`config.mk`:
```
export PLATFORM = sky130hd
export DESIGN_NAME = piso_serializer
export DESIGN_NICKNAME = d
export VERILOG_FILES = /design/src/rtl/piso_serializer.sv
export SDC_FILE = /design/constraint.sdc
export NUM_CORES = 1
export LEC_CHECK = 0
export CORE_MARGIN = 5
export CORE_UTILIZATION = 45
export DETAILED_ROUTE_END_ITERATION = 8
export PLACE_DENSITY = 0.75
export SLEW_MARGIN = 0
export SYNTH_ARGS = -nofsm -noshare
export SYNTH_HDL_FRONTEND = slang
export SYNTH_SLANG_ARGS = --single-unit
```
`constraint.sdc`:
```
create_clock -name CLK -period 3.3 [get_ports CLK]
set_clock_uncertainty 0.15 [all_clocks]
set_input_delay 0.66 -clock CLK [delete_from_list [all_inputs] [get_ports CLK]]
set_output_delay 0.66 -clock CLK [all_outputs]
set_load 0.05 [all_outputs]
```
`src/rtl/piso_serializer.sv`:
```
// Parallel-in / serial-out shifter with valid/ready load handshake and
// stall-capable serial side; back-to-back words stream with no idle gap.
module piso_serializer #(
    parameter int unsigned WIDTH     = 8,
    parameter bit          MSB_FIRST = 1'b1
) (
    input  logic             CLK,
    input  logic             RST_N,
    input  logic [WIDTH-1:0] DIN,
    input  logic             LOAD_VALID,
    output logic             LOAD_READY,
    input  logic             SHIFT_EN,
    output logic             SO,
    output logic             SO_VALID,
    output logic             SO_LAST,
    output logic             BUSY
);

    localparam int unsigned CNT_W = (WIDTH > 1) ? $clog2(WIDTH) : 1;
    localparam logic [CNT_W-1:0] LAST_CNT = CNT_W'(WIDTH - 1);

    typedef enum logic [0:0] {
        S_IDLE  = 1'b0,
        S_SHIFT = 1'b1
    } state_e;

    state_e             state_q, state_d;
    logic [WIDTH-1:0]   shreg_q, shreg_d;
    logic [CNT_W-1:0]   cnt_q,   cnt_d;

    logic               shifting_c;
    logic               last_c;
    logic               accept_c;
    logic [WIDTH-1:0]   shifted_c;

    // Status decode and load handshake; ready opens on the final bit so a
    // new word can follow without an idle cycle.
    always_comb begin
        shifting_c = (state_q == S_SHIFT);
        last_c     = shifting_c && (cnt_q == LAST_CNT);
        LOAD_READY = RST_N && ((state_q == S_IDLE) || (last_c && SHIFT_EN));
        accept_c   = LOAD_VALID && LOAD_READY;
    end

    // Shift toward the output end, filling with zero.
    always_comb begin
        if (MSB_FIRST) begin
            shifted_c = {shreg_q[WIDTH-2:0], 1'b0};
        end else begin
            shifted_c = {1'b0, shreg_q[WIDTH-1:1]};
        end
    end

    // Next-state logic: load, shift, or return to idle after the last bit.
    always_comb begin
        state_d = state_q;
        shreg_d = shreg_q;
        cnt_d   = cnt_q;
        if (accept_c) begin
            state_d = S_SHIFT;
            shreg_d = DIN;
            cnt_d   = '0;
        end else if (shifting_c && SHIFT_EN) begin
            shreg_d = shifted_c;
            if (last_c) begin
                state_d = S_IDLE;
                cnt_d   = '0;
            end else begin
                cnt_d   = cnt_q + CNT_W'(1);
            end
        end
    end

    // State, data and counter registers with synchronous active-low reset.
    always_ff @(posedge CLK) begin
        if (!RST_N) begin
            state_q <= S_IDLE;
            shreg_q <= '0;
            cnt_q   <= '0;
        end else begin
            state_q <= state_d;
            shreg_q <= shreg_d;
            cnt_q   <= cnt_d;
        end
    end

    // Serial outputs are forced low while idle.
    always_comb begin
        BUSY     = shifting_c;
        SO_VALID = shifting_c;
        SO_LAST  = last_c;
        if (!shifting_c) begin
            SO = 1'b0;
        end else if (MSB_FIRST) begin
            SO = shreg_q[WIDTH-1];
        end else begin
            SO = shreg_q[0];
        end
    end

endmodule
```
== After elaboration in Yosys (flattened, before gate mapping) ==
Cells that the tools add are included.
Storage, ports and cells
  bits in registers: 12
  bits of input ports: 12
  output and inout bits: 5
Cells by class
  add/sub/neg operators: 1
  equality and inequality tests: 1
  mux-type cells: 7
  bitwise logic cells: 2
  reduce and logical (&&, ||, !) cells: 10
Operator list (count)
  2-to-1 mux 8 bit: 2
  logical AND 1 bit: 5
  2-to-1 mux 1 bit: 4
  nonzero test 2 bit: 2
  adder 3 x 1 -> 3 bit (second input constant): 1
  == test 3 bit (second input constant): 1
  2-to-1 mux 3 bit: 1
  inverter 1 bit: 2
  AND reduction 2 bit: 1
  OR reduction 2 bit: 1
  logical OR 1 bit: 1

== Depth between registers and ports, before layout ==
  depth in word-level cells: 8
  gate-level depth with buffers: 6

== Worst setup path before layout ==
OpenSTA, ideal clock, no wires.
  path kind: input to output
  from: input port SHIFT_EN
  to: output port LOAD_READY
  arrival: 1.737 ns
  required time: 2.490 ns
  setup slack: 0.753 ns
  stages on the path: 4
  path buffers: 2
  cell sequence: buf_2 > a21boi_4 > buf_6 > nor2b_1
On the way
  cells in the longest elaborated chain, start to end: 3
Ends and longest elaborated chain
  from (decl): RTL line 12  | input logic SHIFT_EN,
  logical AND 1 bit: RTL line 41  | LOAD_READY = RST_N && ((state_q == S_IDLE) || (last_c && SHIFT_EN));
  logical OR 1 bit: RTL line 41
  logical AND 1 bit: RTL line 41
  to (decl): RTL line 11  | output logic LOAD_READY,
Every way passes these cells.

== Final worst setup path ==
  from: register cnt_q[0]
  to: output port SO_LAST
On the way
  cells in the longest elaborated chain, start to end: 2
Ends and longest elaborated chain
  from (decl): RTL line 29  | logic [CNT_W-1:0] cnt_q, cnt_d;
  from (signal assigned): RTL line 83  | cnt_q <= cnt_d;
  == test 3 bit: RTL line 40  | last_c = shifting_c && (cnt_q == LAST_CNT);
  logical AND 1 bit: RTL line 40
  to (decl): RTL line 15  | output logic SO_LAST,
Every way passes these cells.

==> flow_metrics.py <==
metrics = {
    "grt": {
        "grt_overflow": 0,
        "grt_pass1_wl_microns": 2076,
        "grt_pass1_vias": 504,
        "use_met2_pct": 19.27,
        "use_met3_pct": 4.797,
        "use_met1_pct": 16.82,
        "grt_max_degree": 12,
        "top_usage_layer": "met2",
        "track_usage_pct": 13.64,
        "antenna_found_initial": 0,
    },
    "pwr": {
        "power.leakage_nw": 0.3658,
        "irDropWorstVdd_v": 0.0002414,
        "p_per_area_nw_per_um2": 414.9,
    },
    "cts": {
        "root_buffer": "clkbuf_4",
        "htree_levels": 1,
        "clock_sinks": 12,
        "clk_latency_ns": 0.27,
        "cts_buffers": 3,
        "clock_path_buffers": 2,
        "path_clk_slew_ns": 0.08,
        "cts-resized-gates": 0,
        "cts_setup_buffers": 0,
        "postCtsHoldBufs": 0,
        "cts_tree": "done",
    },
    "sta": {
        "hold_viol_final": 0,
        "tightest_slew_ns": 0.4998,
        "fmax_ghz": 0.3539,
        "holdWs_ns": 0.3193,
        "fin_crit_ns": 2.826,
        "maxSlewViolCount": 0,
        "slew_headroom_pct": 66.58,
        "final-setup-viol-count": 0,
        "setup_tns_ns": 0,
        "rsz0062_at_grt": "false",
        "finalCritPeriodShare_pct": 85.63,
    },
    "finish": {
        "drive_above_1_share_pct": 16.46,
        "layout.nets": 94,
        "n_antenna_cell": 0,
        "final_cells": 94,
        "area_growth_pct": 29.01,
    },
    "yosys": {
        "syn_nets": 77,
        "ys_seq_area_share_pct": 36.64,
        "yosys.area.top_type": "dfxtp_1",
        "synth_seq_cells": 12,
        "avgSynthCellArea_sq_um": 10.41,
        "yosysTopAreaCellShare_pct": 36.64,
        "yosys_warnings": 0,
        "synth_area_sq_um": 655.6,
        "synth_cell_types": 24,
        "yosys-top-cells-area": "dfxtp_1 (37%), mux2i_1 (14%), o31ai_1 (8.0%)",
        "synth_cells": 63,
    },
    "floorplan": {
        "die-area_sq_um": 2320,
        "start_util_pct": 49.16,
        "die_y_microns": 48.17,
        "die_w_microns": 48.17,
        "ios": 17,
        "coreArea_sq_um": 1334,
        "fp-row-count": 13,
    },
    "drt": {
        "drt_wl_total_microns": 1245,
        "via_per_inst": 5.372,
        "dr_total_vias": 505,
        "wire_per_inst_microns": 13.24,
        "drcViolationCount": 0,
        "postRouteAntennaNets": 0,
        "dr.pass1.iters": 2,
        "first_iter_violations": 9,
    },
    "min_path": {
        "hp-class": "flip-flop to flip-flop",
    },
    "placement": {
        "place_hpwl_microns": 986.7,
        "io_buffers": 16,
        "finalWeightedCongestion": 0.7441,
        "dp.cells": 90,
    },
    "setup_path": {
        "path_class": "flip-flop to output port",
        "cp_data_required_time_ns": 2.49,
        "start_kind": "flip-flop",
        "cp-end-kind": "output port",
        "arrival_ns": 2.02,
        "crit_fanout": 5,
    },
    "flow_run": {
        "drv_cap": 0,
    },
    "run_status": {
        "outcome": "finished clean",
    },
}
==> state kept, by name, indices dropped and copies added (netlist names) <==
register,flops
BUSY,1
shreg_q,8
cnt_q,3
==> power by group <==
group | internal [mW] | switching [mW]
logic | 0.0369 | 0.0358
clock network | 0.0670 | 0.0502
registers | 0.154 | 0.00694
==> synth_stat cells <==
cell type  count
buf_2          1
buf_6          2
dfxtp_1       12
mux2i_1        9
a21boi_4       1
nand3_1        1
nor2_1         2
and2_1         3
o221ai_1       1
o21ai_4        1
bufinv_8       1
o21a_1         1
nand4b_1       1
clkbuf_4       1
nor2b_1        1
ha_1           2
nand4_1        1
o31ai_1        7
buf_4          1
nand2b_2       1
a21oi_1        7
nand2_1        3
nand2_4        1
a21oi_2        2
==> layer usage <==
layer,wire [microns],part of all wire (%)
met4,16,1.3
met5,0,0
met2,603,48
met1,560,45
met3,64,5.1
==> cells by family after synthesis <==
logic type      after synthesis  share of synthesized area [%]
mux                           9                          13.74
buf+inv                       6                          9.161
simple gates                 14                          12.79
fa+ha+maj                     2                          3.816
compound gates               20                          23.86
flops                        12                          36.64
==> layout make-up <==
type	count	area (sq um)
clock buffer	4	36.28
fill	125	488.0
inverter	1	17.52
multi-input combinational	45	355.3
sequential	12	240.2
tap	15	18.77
timing repair buffer	17	177.7
==> through the flow <==
stage / utilization (%) / total power [mW] / setup WS [ns] / instance area (sq um)
2_1_floorplan: - / 0.2131 / 0.7531 / 655.6
6_report: 63.41 / 0.3509 / 0.4741 / 845.8
3_3_place_gp: 60.69 / 0.2364 / 0.5820 / 809.5
5_1_grt: 63.41 / 0.3725 / 0.3717 / 845.8
3_5_place_dp: 60.69 / 0.2379 / 0.5741 / 809.5
4_1_cts: 63.41 / 0.3555 / 0.4588 / 845.8
==> worst paths after layout <==
| check | start | to | slack (ns) | cells after the start |
|---|---|---|---|---|
| hold reg to reg | cnt_q[2] | cnt_q[2] | 0.32 | 2 |
| setup / recovery | cnt_q[0] | SO_LAST | 0.47 | 4 |
| hold / removal | cnt_q[2] | cnt_q[2] | 0.32 | 2 |
| setup reg to reg | cnt_q[0] | shreg_q[5] | 1.56 | 5 |
==> critical path, stage by stage, from the launching register on <==
cell and delay [ns]:
dfxtp_1 0.36, ha_1 0.16, ha_1 0.27, and2_1 0.16, clkdlybuf4s50_1 0.79
==> cells in the final DEF (no fill, tap or decap) <==
cell / instances
nand2_1: 3
nand4b_1: 1
a21oi_2: 2
o21a_1: 1
and2_1: 3
nand3_1: 1
ha_1: 2
o221ai_1: 1
clkdlybuf4s50_1: 15
a21oi_1: 7
nand4_1: 1
a21boi_4: 1
clkbuf_4: 3
buf_12: 1
mux2i_1: 9
nor2b_1: 1
buf_4: 1
nand2b_2: 1
o31ai_1: 7
clkbuf_8: 1
o21ai_4: 1
nand2_4: 1
bufinv_8: 1
dfxtp_1: 12
nor2_1: 2
(Power assumes the default switching activity.)
